[src/rtl/bin2bcd_seq.sv]
// bin2bcd_seq: sequential binary-to-BCD converter (double dabble, one input
// bit per clock). Feeds packed BCD digits to per-digit seven-segment decoders.
//
// Optional feature macro: LEADING_ZERO_BLANK_EN
//   defined     -> leading zero digits above digit 0 are output as 4'hF
//                  (decoded downstream as "all segments off").
//   not defined -> plain BCD including leading zeros.
//
// Latency: start accepted at edge S, shifts on S+1..S+WIDTH, done pulse and
// new bcd/overflow after S+WIDTH, back in IDLE after S+WIDTH+1.
// Requires WIDTH >= 2 and DIGITS >= 1.
module bin2bcd_seq #(
  parameter int WIDTH  = 16,
  parameter int DIGITS = 5
) (
  input  logic                  clock,
  input  logic                  reset,
  input  logic                  start,
  input  logic [WIDTH-1:0]      bin,
  output logic                  busy,
  output logic                  done,
  output logic [4*DIGITS-1:0]   bcd,
  output logic                  overflow
);

  // Scratch digit count: log10(2^WIDTH) rounded up, enough for any input.
  localparam int FULL = (WIDTH * 301) / 1000 + 1;
  // Digit count of a zero-extended scratch view wide enough to slice DIGITS.
  localparam int EXT  = (DIGITS > FULL) ? DIGITS : FULL;
  // Bit counter width; holds the value WIDTH.
  localparam int CW   = $clog2(WIDTH + 1);
  // Width of the combined {scratch, shift register} shifted each cycle.
  localparam int CAT  = 4 * FULL + WIDTH;

`ifdef LEADING_ZERO_BLANK_EN
  localparam bit BLANK_EN = 1'b1;
`else
  localparam bit BLANK_EN = 1'b0;
`endif

  typedef enum logic [1:0] {
    ST_IDLE  = 2'd0,
    ST_SHIFT = 2'd1,
    ST_DONE  = 2'd2
  } state_t;

  state_t               state_q,   state_d;
  logic [WIDTH-1:0]     shreg_q,   shreg_d;
  logic [4*FULL-1:0]    scratch_q, scratch_d;
  logic [CW-1:0]        cnt_q,     cnt_d;
  logic                 busy_q,    busy_d;
  logic                 done_q,    done_d;
  logic [4*DIGITS-1:0]  bcd_q,     bcd_d;
  logic                 ovf_q,     ovf_d;

  // Result of one double-dabble step applied to the current registers.
  logic [4*FULL-1:0]    adj_s;
  logic [CAT-1:0]       cat_s;
  logic [CAT-1:0]       shifted_s;
  logic [4*FULL-1:0]    next_scratch_s;
  logic [WIDTH-1:0]     next_shreg_s;

  // Add 3 to every scratch digit that is 5 or more, so the following
  // left shift carries correctly into the next decimal digit.
  function automatic logic [4*FULL-1:0] add3_digits(input logic [4*FULL-1:0] s);
    logic [4*FULL-1:0] r;
    r = s;
    for (int i = 0; i < FULL; i++) begin
      if (s[4*i +: 4] >= 4'd5) begin
        r[4*i +: 4] = s[4*i +: 4] + 4'd3;
      end else begin
        r[4*i +: 4] = s[4*i +: 4];
      end
    end
    return r;
  endfunction

  // Any nonzero scratch digit at or above index DIGITS means the value
  // does not fit; with DIGITS >= FULL the loop never flags anything.
  function automatic logic digits_overflow(input logic [4*FULL-1:0] s);
    logic o;
    o = 1'b0;
    for (int i = 0; i < FULL; i++) begin
      if ((i >= DIGITS) && (s[4*i +: 4] != 4'd0)) begin
        o = 1'b1;
      end else begin
        o = o;
      end
    end
    return o;
  endfunction

  // Low DIGITS digits of the scratch (value mod 10^DIGITS); digits beyond
  // the scratch width read as zero.
  function automatic logic [4*DIGITS-1:0] truncate_digits(input logic [4*FULL-1:0] s);
    logic [4*EXT-1:0] e;
    e = '0;
    e[4*FULL-1:0] = s;
    return e[4*DIGITS-1:0];
  endfunction

  // Optional leading-zero blanking on the truncated result: walk down from
  // the top digit replacing zeros with 4'hF until the first nonzero digit.
  // Digit 0 is never blanked so a zero value still shows "0".
  function automatic logic [4*DIGITS-1:0] format_digits(input logic [4*DIGITS-1:0] d);
    logic [4*DIGITS-1:0] r;
    logic                lead;
    r    = d;
    lead = 1'b1;
    for (int i = DIGITS - 1; i >= 1; i--) begin
      if (BLANK_EN && lead && (d[4*i +: 4] == 4'd0)) begin
        r[4*i +: 4] = 4'hF;
      end else begin
        lead = 1'b0;
      end
    end
    return r;
  endfunction

  // One double-dabble step: adjust digits, then shift {scratch, shreg} left.
  always_comb begin
    adj_s          = add3_digits(scratch_q);
    cat_s          = {adj_s, shreg_q};
    shifted_s      = {cat_s[CAT-2:0], 1'b0};
    next_scratch_s = shifted_s[CAT-1:WIDTH];
    next_shreg_s   = shifted_s[WIDTH-1:0];
  end

  // Next-state and next-output logic for the IDLE/SHIFT/DONE controller.
  always_comb begin
    state_d   = state_q;
    shreg_d   = shreg_q;
    scratch_d = scratch_q;
    cnt_d     = cnt_q;
    bcd_d     = bcd_q;
    ovf_d     = ovf_q;
    busy_d    = 1'b0;
    done_d    = 1'b0;

    case (state_q)
      ST_IDLE: begin
        if (start) begin
          shreg_d   = bin;
          scratch_d = '0;
          cnt_d     = CW'(WIDTH);
          busy_d    = 1'b1;
          state_d   = ST_SHIFT;
        end else begin
          state_d   = ST_IDLE;
        end
      end

      ST_SHIFT: begin
        scratch_d = next_scratch_s;
        shreg_d   = next_shreg_s;
        cnt_d     = cnt_q - CW'(1);
        if (cnt_q == CW'(1)) begin
          // Last shift: publish the result on the edge entering DONE.
          bcd_d   = format_digits(truncate_digits(next_scratch_s));
          ovf_d   = digits_overflow(next_scratch_s);
          done_d  = 1'b1;
          state_d = ST_DONE;
        end else begin
          busy_d  = 1'b1;
          state_d = ST_SHIFT;
        end
      end

      ST_DONE: begin
        // start is ignored here; no queueing of requests.
        state_d = ST_IDLE;
      end

      default: begin
        state_d = ST_IDLE;
      end
    endcase
  end

  // State, datapath and output registers with synchronous reset.
  always_ff @(posedge clock) begin
    if (reset) begin
      state_q   <= ST_IDLE;
      shreg_q   <= '0;
      scratch_q <= '0;
      cnt_q     <= '0;
      busy_q    <= 1'b0;
      done_q    <= 1'b0;
      bcd_q     <= format_digits({(4*DIGITS){1'b0}});
      ovf_q     <= 1'b0;
    end else begin
      state_q   <= state_d;
      shreg_q   <= shreg_d;
      scratch_q <= scratch_d;
      cnt_q     <= cnt_d;
      busy_q    <= busy_d;
      done_q    <= done_d;
      bcd_q     <= bcd_d;
      ovf_q     <= ovf_d;
    end
  end

  assign busy     = busy_q;
  assign done     = done_q;
  assign bcd      = bcd_q;
  assign overflow = ovf_q;

endmodule
[config.mk]
export PLATFORM = sky130hd
export DESIGN_NAME = bin2bcd_seq
export DESIGN_NICKNAME = d
export VERILOG_FILES = /design/src/rtl/bin2bcd_seq.sv
export SDC_FILE = /design/constraint.sdc
export NUM_CORES = 1
export LEC_CHECK = 0
export ABC_AREA = 1
export CAP_MARGIN = 20
export CORE_ASPECT_RATIO = 1.25
export CORE_MARGIN = 2
export CORE_UTILIZATION = 61
export CTS_BUF_LIST = sky130_fd_sc_hd__clkbuf_4
export DETAILED_ROUTE_END_ITERATION = 6
export GPL_TIMING_DRIVEN = 0
export PLACE_DENSITY = 0.88
export SYNTH_ARGS = -nofsm -noshare
export SYNTH_HDL_FRONTEND = slang
export SYNTH_SLANG_ARGS = --single-unit
[constraint.sdc]
create_clock -name clock -period 3.6 [get_ports clock]
set_clock_uncertainty 0.15 [all_clocks]
set_input_delay 0.54 -clock clock [delete_from_list [all_inputs] [get_ports clock]]
set_output_delay 0.54 -clock clock [all_outputs]
set_load 0.1 [all_outputs]
Word-level counts from Yosys, hierarchy flattened
Cells that the tools add are included.
W data, S select, Z words.
- register bits after elaboration: 65
- bits in latches: 0
- memory bits (writable): 0
- bits in read-only memories: 0
- input bits: 19
- logic and storage cells: 45
- memories kept: 0
- add/subtract/negate cells: 6
- multiply operators: 0
- div/mod/pow operators: 0
- order comparisons: 5
- equality and inequality tests: 3
- shifts and indexed selects: 0
- mux-type cells: 18
- bitwise gates (word level): 1
- reductions and logical operators: 5
- operators by type and width (cell ; number):
    $pmux W20 S2 ; 1
    $pmux W16 S2 ; 1
    $ge A4 B3 Y1 const B ; 5
    $mux W20 ; 1
    $add A4 B2 Y4 const B ; 4
    $mux W16 ; 1
    $mux W4 ; 4
    $pmux W5 S2 ; 1
    $eq A5 B1 Y1 const B ; 1
    $mux W5 ; 1
    $sub A5 B1 Y5 const B ; 1
    $mux W1 ; 4
    $pmux W2 S2 ; 1
    $reduce_and A2 Y1 ; 2
    $add A3 B2 Y3 const B ; 1
    $mux W3 ; 1
    $eq A2 B1 Y1 const B ; 1
    $logic_not A2 Y1 ; 1
    $mux W2 ; 1
    $ne A2 B2 Y1 const B ; 1
    $pmux W1 S2 ; 1
    $reduce_bool A2 Y1 ; 1
    $reduce_or A2 Y1 ; 1
    $not A1 Y1 ; 1

Longest topological paths before layout
- depth in word-level cells: 3
- mapped depth: 9

Worst setup path before layout
No wires, ideal clock.
- path type: reg-to-reg
- start: register state_q[0]
- end: register shreg_q[15]
- library setup time: 0.133 ns
- arrival: 1.698 ns
- slack: 1.619 ns
- stages on the path, launching flop included: 7
- path through: dfxtp_1 -> nand2_2 -> nand2_1 -> inv_2 -> buf_4 -> nand2_1 -> a31oi_1
- word-level cells in the longest chain between the ends: 3
- RTL lines (what ; RTL line ; text):
    start, declared ; 47 ; state_t state_q, state_d;
    start signal, assigned ; 192 ; state_q <= state_d;
    $eq A2 B1 Y1 / $logic_not A2 Y1 (equally long branches) ; 140 ; case (state_q)
    $reduce_bool A2 Y1 (no source line) / $ne A2 B2 Y1 (equally long branches) ; - ;
    $reduce_and A2 Y1 (no source line) ; - ;
    end signal, assigned ; 193 ; shreg_q <= shreg_d;
    end, declared ; 48 ; logic [WIDTH-1:0] shreg_q, shreg_d;
Parallel ways exist; a longest one is shown, timed or not.
A chain may end at the register's enable or synchronous reset.

==> results.py <==
metrics = {
    "outcome": {
        "status": "finished, final reports clean",
    },
    "floorplan": {
        "initial_utilization": 0.637,
        "die_w_um": 67.1,
        "num_io_pins": 42,
        "dieHeight_um": 82.9,
        "row_count": 28,
        "core-area_mm2": 0.00476,
        "fp.dieArea_mm2": 0.00556,
    },
    "clock_network": {
        "clk_pin_slew_worst_paths_ns": 0.09,
        "cts_max_path_buffers": 2,
        "cts_max_level": 3,
        "hold_buffers": 0,
        "clock-root-buffer": "clkbuf_4",
        "cts_sinks": 64,
        "tritoncts": "yes",
        "insertion_delay_ns": 0.40,
        "post_cts_buffers": 0,
        "post_cts_resized": 0,
        "cts_buffers": 9,
    },
    "power_and_ir_drop": {
        "power_switching_mw": 0.412,
        "power_frac_comb": 0.155,
        "intPower_mw": 1.02,
        "netSwitchingFraction": 0.288,
        "pwr-share-seq": 0.524,
        "leakage_nw": 1.51,
        "clkPwrFrac": 0.320,
        "vdd_drop_max_v": 0.000391,
        "power_per_cell_area_mw_per_mm2": 395,
        "total_power_mw": 1.43,
    },
    "timing": {
        "timing.final.crit_period_ns": 2.64,
        "hold_viol_final": 0,
        "rsz0062_at_grt": "false",
        "worstMarginPinSlew_ns": 0.977,
        "hold_slack_ns": 0.320,
        "fmax_mhz": 378,
        "setup_viol": 0,
        "period_share": 0.734,
        "tns_ns": 0,
        "drv_slew": 0,
        "slew_headroom": 0.347,
    },
    "detailed_routing": {
        "drc": 0,
        "via_per_inst": 5.34,
        "wirelength_um": 6760,
        "dr.pass1.iters": 6,
        "drt_iter0_markers": 159,
        "vias": 2870,
        "drt.antenna.violating_nets": 0,
        "wl_per_cell_um": 12.6,
    },
    "setup_path": {
        "required_ns": 2.91,
        "crit_path_end_kind": "output port",
        "worst_setup_path_start_kind": "flop",
        "cp_cell_sequence": "clkdlybuf4s50_1",
        "r2r_slack_ns": 1.98,
        "crit_slowest_cell": "clkdlybuf4s50_1",
        "crit_arrival_ns": 1.95,
        "cp.buffers_inverters": 1,
        "worst-setup-path-type": "flop to output port",
        "max_stage_delay_ns": 1.16,
        "path_delay_family": "buffers and inverters",
        "critPathMaxFanout": 3,
    },
    "global_routing": {
        "grt_max_degree": 11,
        "grt_pass1_vias": 2807,
        "overflow": 0,
        "grt_pass1_wl_um": 11700,
        "antenna_found_initial": 0,
        "grtUsageTotal": 0.268,
    },
    "synth": {
        "ys_top_cells_by_area": "dfxtp_1 (42%), nand2_1 (17%), a21oi_1 (5.9%)",
        "synth_area_mm2": 0.00303,
        "yosys_register_bits": 64,
        "yosysTopAreaCell": "dfxtp_1",
        "ys_warn_count": 0,
        "syn_inst": 422,
        "ys_seq_area_frac": 0.422,
        "synth_top_cell_area_share": 0.422,
        "synth_flop_cell": "dfxtp_1",
        "synth_edf_count": 0,
        "synth_fp_nets": 453,
        "async_reset_ff_frac": 0,
        "synth_area_per_cell_um2": 7.19,
        "synth_cell_types": 27,
    },
    "layout": {
        "nets": 503,
        "final_common_cell": "nand2_1",
        "n_antenna_cell": 0,
        "mostFrequentLayoutCells": "nand2_1 (136), dfxtp_1 (64), inv_1 (39), clkdlybuf4s50_1 (39), a21oi_1 (36)",
        "areaGrowthSynthToFinish_pct": 19.5,
        "drive_above_1_share": 0.0797,
        "final_cell_area_mm2": 0.00362,
    },
    "placement": {
        "gp_congestion": 0.795,
        "dpl_cell_area_mm2": 0.00350,
        "io_buffer_count": 39,
        "dpl.hpwl_um": 4990,
    },
    "hold_path": {
        "hold_class": "flop to flop",
    },
    "flow_run": {
        "drv_cap": 0,
    },
}
[power groups by stage]
stage / clock network, mW / logic [mW] / registers (mW)
3_5_place_dp: 0 / 0.222 / 0.766
4_1_cts: 0.461 / 0.223 / 0.750
5_1_grt: 0.496 / 0.242 / 0.754
3_3_place_gp: 0 / 0.218 / 0.765
6_report: 0.458 / 0.222 / 0.750
2_1_floorplan: 0 / 0.111 / 0.812
[cell usage after synthesis (3+ instances only)]
master,instances
buf_2,5
clkbuf_1,4
nand3_1,33
inv_1,39
buf_4,5
nand4_1,10
nor2_1,23
nand2_1,136
ha_1,12
o21ai_0,18
a31oi_1,15
a21oi_1,36
dfxtp_1,64
o21ai_1,3
buf_6,3
[sequential cells by signal, indices dropped and copies added, names as in the netlist]
name       cells
cnt_q          5
shreg_q       16
scratch_q     20
bcd           20
done           1
state_q        2
[through the flow]
stage	util	worst slack, ns	cells
floorplan	-	1.62	422
global placement	0.735	1.39	521
detailed placement	0.735	1.38	521
CTS	0.761	0.938	537
global route	0.761	0.901	537
finish	0.761	0.957	537
[cells by family after synthesis]
logic type | Yosys count | share of synthesized area
buf+inv | 60 | 0.0990
simple gates | 209 | 0.291
flops | 64 | 0.422
other cells | 1 | 0.00124
compound gates | 74 | 0.131
fa+ha+maj | 12 | 0.0495
mux | 2 | 0.00660
[layout make-up]
| class | count | area, um2 |
|---|---|---|
| Multi-Input combinational cell | 298 | 1450 |
| Fill cell | 384 | 1140 |
| Clock inverter | 6 | 50.0 |
| Inverter | 41 | 154 |
| Sequential cell | 64 | 1280 |
| Timing Repair Buffer | 39 | 390 |
| Clock buffer | 10 | 75.1 |
| Tap cell | 60 | 75.1 |
| Buffer | 19 | 146 |
[path summary, 6_finish.rpt]
path,from,endpoint,depth (start not counted)
min reg2reg,shreg_q[0],shreg_q[0],2
min,shreg_q[0],shreg_q[0],2
max reg2reg,scratch_q[0],bcd[1],8
max,state_q[0],busy,1
[per-layer routing]
layer  vias to the layer above  track usage  wire [um]
met4                         0        0.113        128
met3                        10       0.0515        269
li1                       1470            -          -
met2                        72        0.458       3570
met1                      1318        0.318       2800
met5                         -            0          0
[worst register-to-register path, stage by stage (launching register included)]
cell and delay, ns:
dfxtp_1 0.41, inv_1 0.10, ha_1 0.22, inv_1 0.06
nand2_1 0.11, nand3_1 0.19, nand2_1 0.09, a21oi_1 0.15
nor2_1 0.05
(Power assumes the default switching activity.)
